## src/rtl/lab1_pkg.sv

```systemverilog
// lab1_pkg: shared debounce FSM state encoding and calculator opcodes.
package lab1_pkg;

    typedef enum logic [1:0] {
        IDLE     = 2'd0,
        PRESS_DB = 2'd1,
        HELD     = 2'd2,
        REL_DB   = 2'd3
    } db_state_t;

    typedef enum logic [1:0] {
        PUSH = 2'b00,
        ADD  = 2'b01,
        MULT = 2'b10,
        SEND = 2'b11
    } opcode_t;

endpackage

```

## src/rtl/btn_debounce.sv

```systemverilog
// btn_debounce: 2-flop synchronizer plus stable-count press/release filter.
module btn_debounce
    import lab1_pkg::*;
#(
    parameter int DB_CYCLES = 100000,
    parameter int CNT_W     = 17
) (
    input  logic clk,
    input  logic rst,
    input  logic btn,
    output logic level,
    output logic rise,
    output logic accept
);

    localparam logic [CNT_W-1:0] LAST = CNT_W'(DB_CYCLES - 1);

    logic [1:0]       sync;
    logic             btn_s;
    db_state_t        state;
    logic [CNT_W-1:0] cnt;
    logic [CNT_W-1:0] cnt_inc;

    assign btn_s   = sync[1];
    assign cnt_inc = (cnt == LAST) ? cnt : cnt + CNT_W'(1);
    // accept fires on the edge that moves PRESS_DB into HELD, so the parent can capture in step
    assign accept  = (state == PRESS_DB) && btn_s && (cnt_inc == LAST);

    always_ff @(posedge clk) begin
        if (rst) begin
            sync  <= '0;
            state <= IDLE;
            cnt   <= '0;
            level <= 1'b0;
            rise  <= 1'b0;
        end else begin
            sync <= {sync[0], btn};
            rise <= accept;
            case (state)
                IDLE: if (btn_s) begin
                    state <= PRESS_DB;
                    cnt   <= '0;
                end
                PRESS_DB: if (!btn_s) state <= IDLE;
                else begin
                    cnt <= cnt_inc;
                    if (cnt_inc == LAST) begin
                        state <= HELD;
                        level <= 1'b1;
                    end
                end
                HELD: if (!btn_s) begin
                    state <= REL_DB;
                    cnt   <= '0;
                end
                REL_DB: if (btn_s) state <= HELD;
                else begin
                    cnt <= cnt_inc;
                    if (cnt_inc == LAST) begin
                        state <= IDLE;
                        level <= 1'b0;
                    end
                end
            endcase
        end
    end

endmodule

```

## src/rtl/inst_capture.sv

```systemverilog
// inst_capture: debounces btnS and latches synchronized sw as one instruction per press.
module inst_capture
    import lab1_pkg::*;
#(
    parameter int DB_CYCLES = 100000,
    parameter int CNT_W     = 17
) (
    input  logic        clk,
    input  logic        rst,
    input  logic [7:0]  sw,
    input  logic        btnS,
    output logic        inst_vld,
    output logic [7:0]  inst_wd,
    output logic [15:0] inst_cnt,
    output logic        btn_busy
);

    logic [7:0] sw_m;
    logic [7:0] sw_s;
    logic       accept;

    btn_debounce #(
        .DB_CYCLES(DB_CYCLES),
        .CNT_W    (CNT_W)
    ) u_db (
        .clk   (clk),
        .rst   (rst),
        .btn   (btnS),
        .level (btn_busy),
        .rise  (inst_vld),
        .accept(accept)
    );

    always_ff @(posedge clk) begin
        if (rst) begin
            sw_m     <= '0;
            sw_s     <= '0;
            inst_wd  <= '0;
            inst_cnt <= '0;
        end else begin
            sw_m <= sw;
            sw_s <= sw_m;
            if (accept) begin
                inst_wd  <= sw_s;
                inst_cnt <= inst_cnt + 16'd1;
            end
        end
    end

endmodule
```

## config.mk

```make
export PLATFORM = sky130hd
export DESIGN_NAME = inst_capture
export DESIGN_NICKNAME = d
export VERILOG_FILES = /design/src/rtl/lab1_pkg.sv /design/src/rtl/btn_debounce.sv /design/src/rtl/inst_capture.sv
export SDC_FILE = /design/constraint.sdc
export NUM_CORES = 1
export LEC_CHECK = 0
export ABC_AREA = 1
export CORE_ASPECT_RATIO = 0.5
export CORE_UTILIZATION = 50
export DETAILED_ROUTE_END_ITERATION = 7
export GPL_TIMING_DRIVEN = 0
export PLACE_DENSITY = 0.84
export SKIP_CTS_REPAIR_TIMING = 1
export SYNTH_ARGS = -nofsm -noshare
export SYNTH_HDL_FRONTEND = slang
export SYNTH_SLANG_ARGS = --single-unit
```

## constraint.sdc

```tcl
create_clock -name clk -period 3.1 [get_ports clk]
set_clock_uncertainty 0.15 [all_clocks]
set_input_delay 0.465 -clock clk [delete_from_list [all_inputs] [get_ports clk]]
set_output_delay 0.465 -clock clk [all_outputs]
set_load 0.05 [all_outputs]
```

==> results.toml <==
[logic_synthesis]
netlist_area_sq_mm = 0.00329
synthesis.nets = 513
netlist_top_cells_area = "sky130_fd_sc_hd__dfxtp_1 (38%), sky130_fd_sc_hd__nand2_1 (15%), sky130_fd_sc_hd__nand3_1 (8.5%), sky130_fd_sc_hd__nor2_1 (7.8%), sky130_fd_sc_hd__inv_1 (6.6%)"
avgSynthCellArea_sq_um = 6.57
ys_warn_count = 0
yosys.area.top_type = "sky130_fd_sc_hd__dfxtp_1"
post-synth-top-area-fraction_pct = 38.4
syn_inst = 500
synth-seq-area-share_pct = 38.4
ys_types = 29
synth-seq-cells = 63

[clock_network]
cts.path.max_buffers = 2
cts_htree_levels = 3
clock_sink_count = 63
tritoncts = "done"
cts_buffers = 9
insertion_delay_ns = 0.32
clockRootBuffer = "sky130_fd_sc_hd__clkbuf_16"
cts.clk_slew.worst_paths_ns = 0.06

[floorplanning]
placeableCoreArea_sq_mm = 0.00621
io-pin-count = 37
die_h_um = 59.3
initial_core_util_pct = 53.0
fp.dieArea_sq_mm = 0.00692
floorplan.rows = 20
dieWidth_um = 117

[timing]
timing.final.max_slew_violations = 0
report.final.setup_viol = 0
report.final.hold_viol_count = 0
timing.fmax_ghz = 0.380
finalCritPeriodShare_pct = 84.8
slew_worst_pin_ns = 0.572
slew_headroom_pct = 61.7
setup_total_negative_slack_ns = 0
period_minus_slack_ns = 2.63
setup_repair_after_global_routing_missed_its_margin = "no"

[placed_design]
portBuffers = 35
dp.final_hpwl_mm = 5.54
placed_area_sq_mm = 0.00375
gpl.final_weighted_congestion = 0.968

[detailed_routing]
drt_pre_antenna_iters = 4
drt_iter0_drc = 185
post_detailed_route_via_to_cell_ratio = 5.02
antenna_left = 0
drt-total-wl_mm = 7.75
routedWlPerCell_um = 12.1
post-route-drc-count = 0
detailroute.via_count = 3210

[flow_run]
drv_cap = 0

[worst_setup_path]
worstSetupPathType = "flip-flop to flip-flop"
launching_element_type_of_the_critical_path = "flip-flop"
crit_required_ns = 3.14
cp.arrival_ns = 2.67
cp_max_fo = 10
worst_r2r_path_depth = 13
end_kind = "flip-flop"

[final_layout]
final_area_sq_mm = 0.00408
areaGrowthSynthToFinish_pct = 24.0
post_route_cells_drive_above_1_share_pct = 7.80
final_nets = 559
n_antenna_cell = 0

[worst_hold_path]
hold_class = "flip-flop to flip-flop"
min_path_cells = 2

[global_routing]
track_usage_pct = 24.6
grt-ovfl-total = 0
pin_count_of_the_biggest_net_entering_global_routing = 14
grt_pass1_wl_mm = 13.0
grt_pass1_vias = 2908
grt_antenna_before_repair = 0

[power]
power_leakage_nw = 1.56
report.power.total_mw = 2.02
power_per_cell_area_mw_per_mm2 = 497
vdd_drop_max_mv = 0.349

[run_status]
outcome = "finished, final reports clean"
## report_power, final
part	leakage (nW)	switching (mW)	internal, mW
Combinational	0.892	0.0624	0.0284
Clock	0.157	0.388	0.713
Sequential	0.512	0.00764	0.825
## final cells by class
class                           instances  area (sq um)
Fill cell                             561          2130
Multi-Input combinational cell        355          1680
Sequential cell                        63          1260
Timing Repair Buffer                   35           350
Inverter                               64           243
Clock buffer                            9           225
Tap cell                               88           110
Buffer                                 18           105
Clock inverter                          7           103
## path summary, 6_finish.rpt
check	startpoint	to	slack, ns
min reg2reg	sw_m[0]	sw_s[0]	0.25
max reg2reg	u_db.cnt[0]	inst_cnt[1]	0.47
min	sw_m[0]	sw_s[0]	0.25
max	u_db.cnt[0]	inst_cnt[1]	0.47
## flip-flops by register name, summed over array words and instances, names as in the netlist, named ones only
register / count
sw_m: 8
sw_s: 8
u_db.cnt: 17
inst_wd: 8
u_db.rise: 1
u_db.sync: 2
u_db.state: 1
inst_cnt: 16
u_db.level: 1
## critical path, stage by stage (launching register included)
cell	delay, ns
sky130_fd_sc_hd__dfxtp_1	0.40
sky130_fd_sc_hd__ha_1	0.25
sky130_fd_sc_hd__nand3_2	0.16
sky130_fd_sc_hd__inv_1	0.11
sky130_fd_sc_hd__nand2_1	0.10
sky130_fd_sc_hd__nor2_1	0.14
sky130_fd_sc_hd__nand2_1	0.09
sky130_fd_sc_hd__xor2_1	0.34
sky130_fd_sc_hd__nand3_2	0.18
sky130_fd_sc_hd__inv_4	0.14
sky130_fd_sc_hd__nand2_2	0.11
sky130_fd_sc_hd__buf_6	0.18
sky130_fd_sc_hd__nand2_1	0.07
sky130_fd_sc_hd__a21oi_1	0.06
## metal layers
layer / share of wire, % / global-route usage, % / up-vias
li1: - / - / 1669
met1: 46 / 31.1 / 1436
met2: 47 / 42.6 / 94
met3: 5.6 / 6.03 / 11
met4: 1.0 / 6.69 / 0
met5: 0 / 0 / -
## cells in the mapped netlist, drive strengths merged
cell type	number
nor3b	3
o21ai	9
clkbuf	8
nand4	7
nand3b	1
nand3	59
nor4	2
xor2	17
and3	1
buf	10
xnor2	2
clkinv	1
nand2	134
ha	2
nor2	71
nor3	6
inv	63
a21oi	41
dfxtp	63
## per-stage QoR
step	utilization (%)	std cells	hold WS (ns)	setup slack, ns
after global routing	65.7	639	0.266	0.226
after CTS	65.7	639	0.251	0.487
after global placement	60.4	623	0.240	0.555
final	65.7	639	0.246	0.470
after detailed placement	60.4	623	0.243	0.522
after floorplan	-	500	0.238	0.912
## cell families after synthesis
family / count (synthesis) / synth area share, %
flip-flops: 63 / 38.4
adder cells (fa/ha/maj): 2 / 0.761
XOR/XNOR: 19 / 5.29
AND/OR/NAND/NOR: 284 / 37.3
AO/OA/AOI/OAI: 50 / 7.73
buffers and inverters: 82 / 10.6
## cells in the final DEF, fill, tap and decap left out, types with 3 or more instances in the layout
master and count:
sky130_fd_sc_hd__a21oi_1 41, sky130_fd_sc_hd__buf_2 6, sky130_fd_sc_hd__buf_6 4, sky130_fd_sc_hd__clkbuf_1 8, sky130_fd_sc_hd__clkbuf_16 9, sky130_fd_sc_hd__clkdlybuf4s50_1 35
sky130_fd_sc_hd__dfxtp_1 63, sky130_fd_sc_hd__inv_1 58, sky130_fd_sc_hd__inv_2 4, sky130_fd_sc_hd__inv_6 3, sky130_fd_sc_hd__nand2_1 130, sky130_fd_sc_hd__nand2_2 4
sky130_fd_sc_hd__nand3_1 56, sky130_fd_sc_hd__nand3_2 3, sky130_fd_sc_hd__nand4_1 7, sky130_fd_sc_hd__nor2_1 68, sky130_fd_sc_hd__nor3_1 6, sky130_fd_sc_hd__nor3b_1 3
sky130_fd_sc_hd__o21ai_0 4, sky130_fd_sc_hd__o21ai_1 4, sky130_fd_sc_hd__xor2_1 16
(Power assumes the default switching activity.)
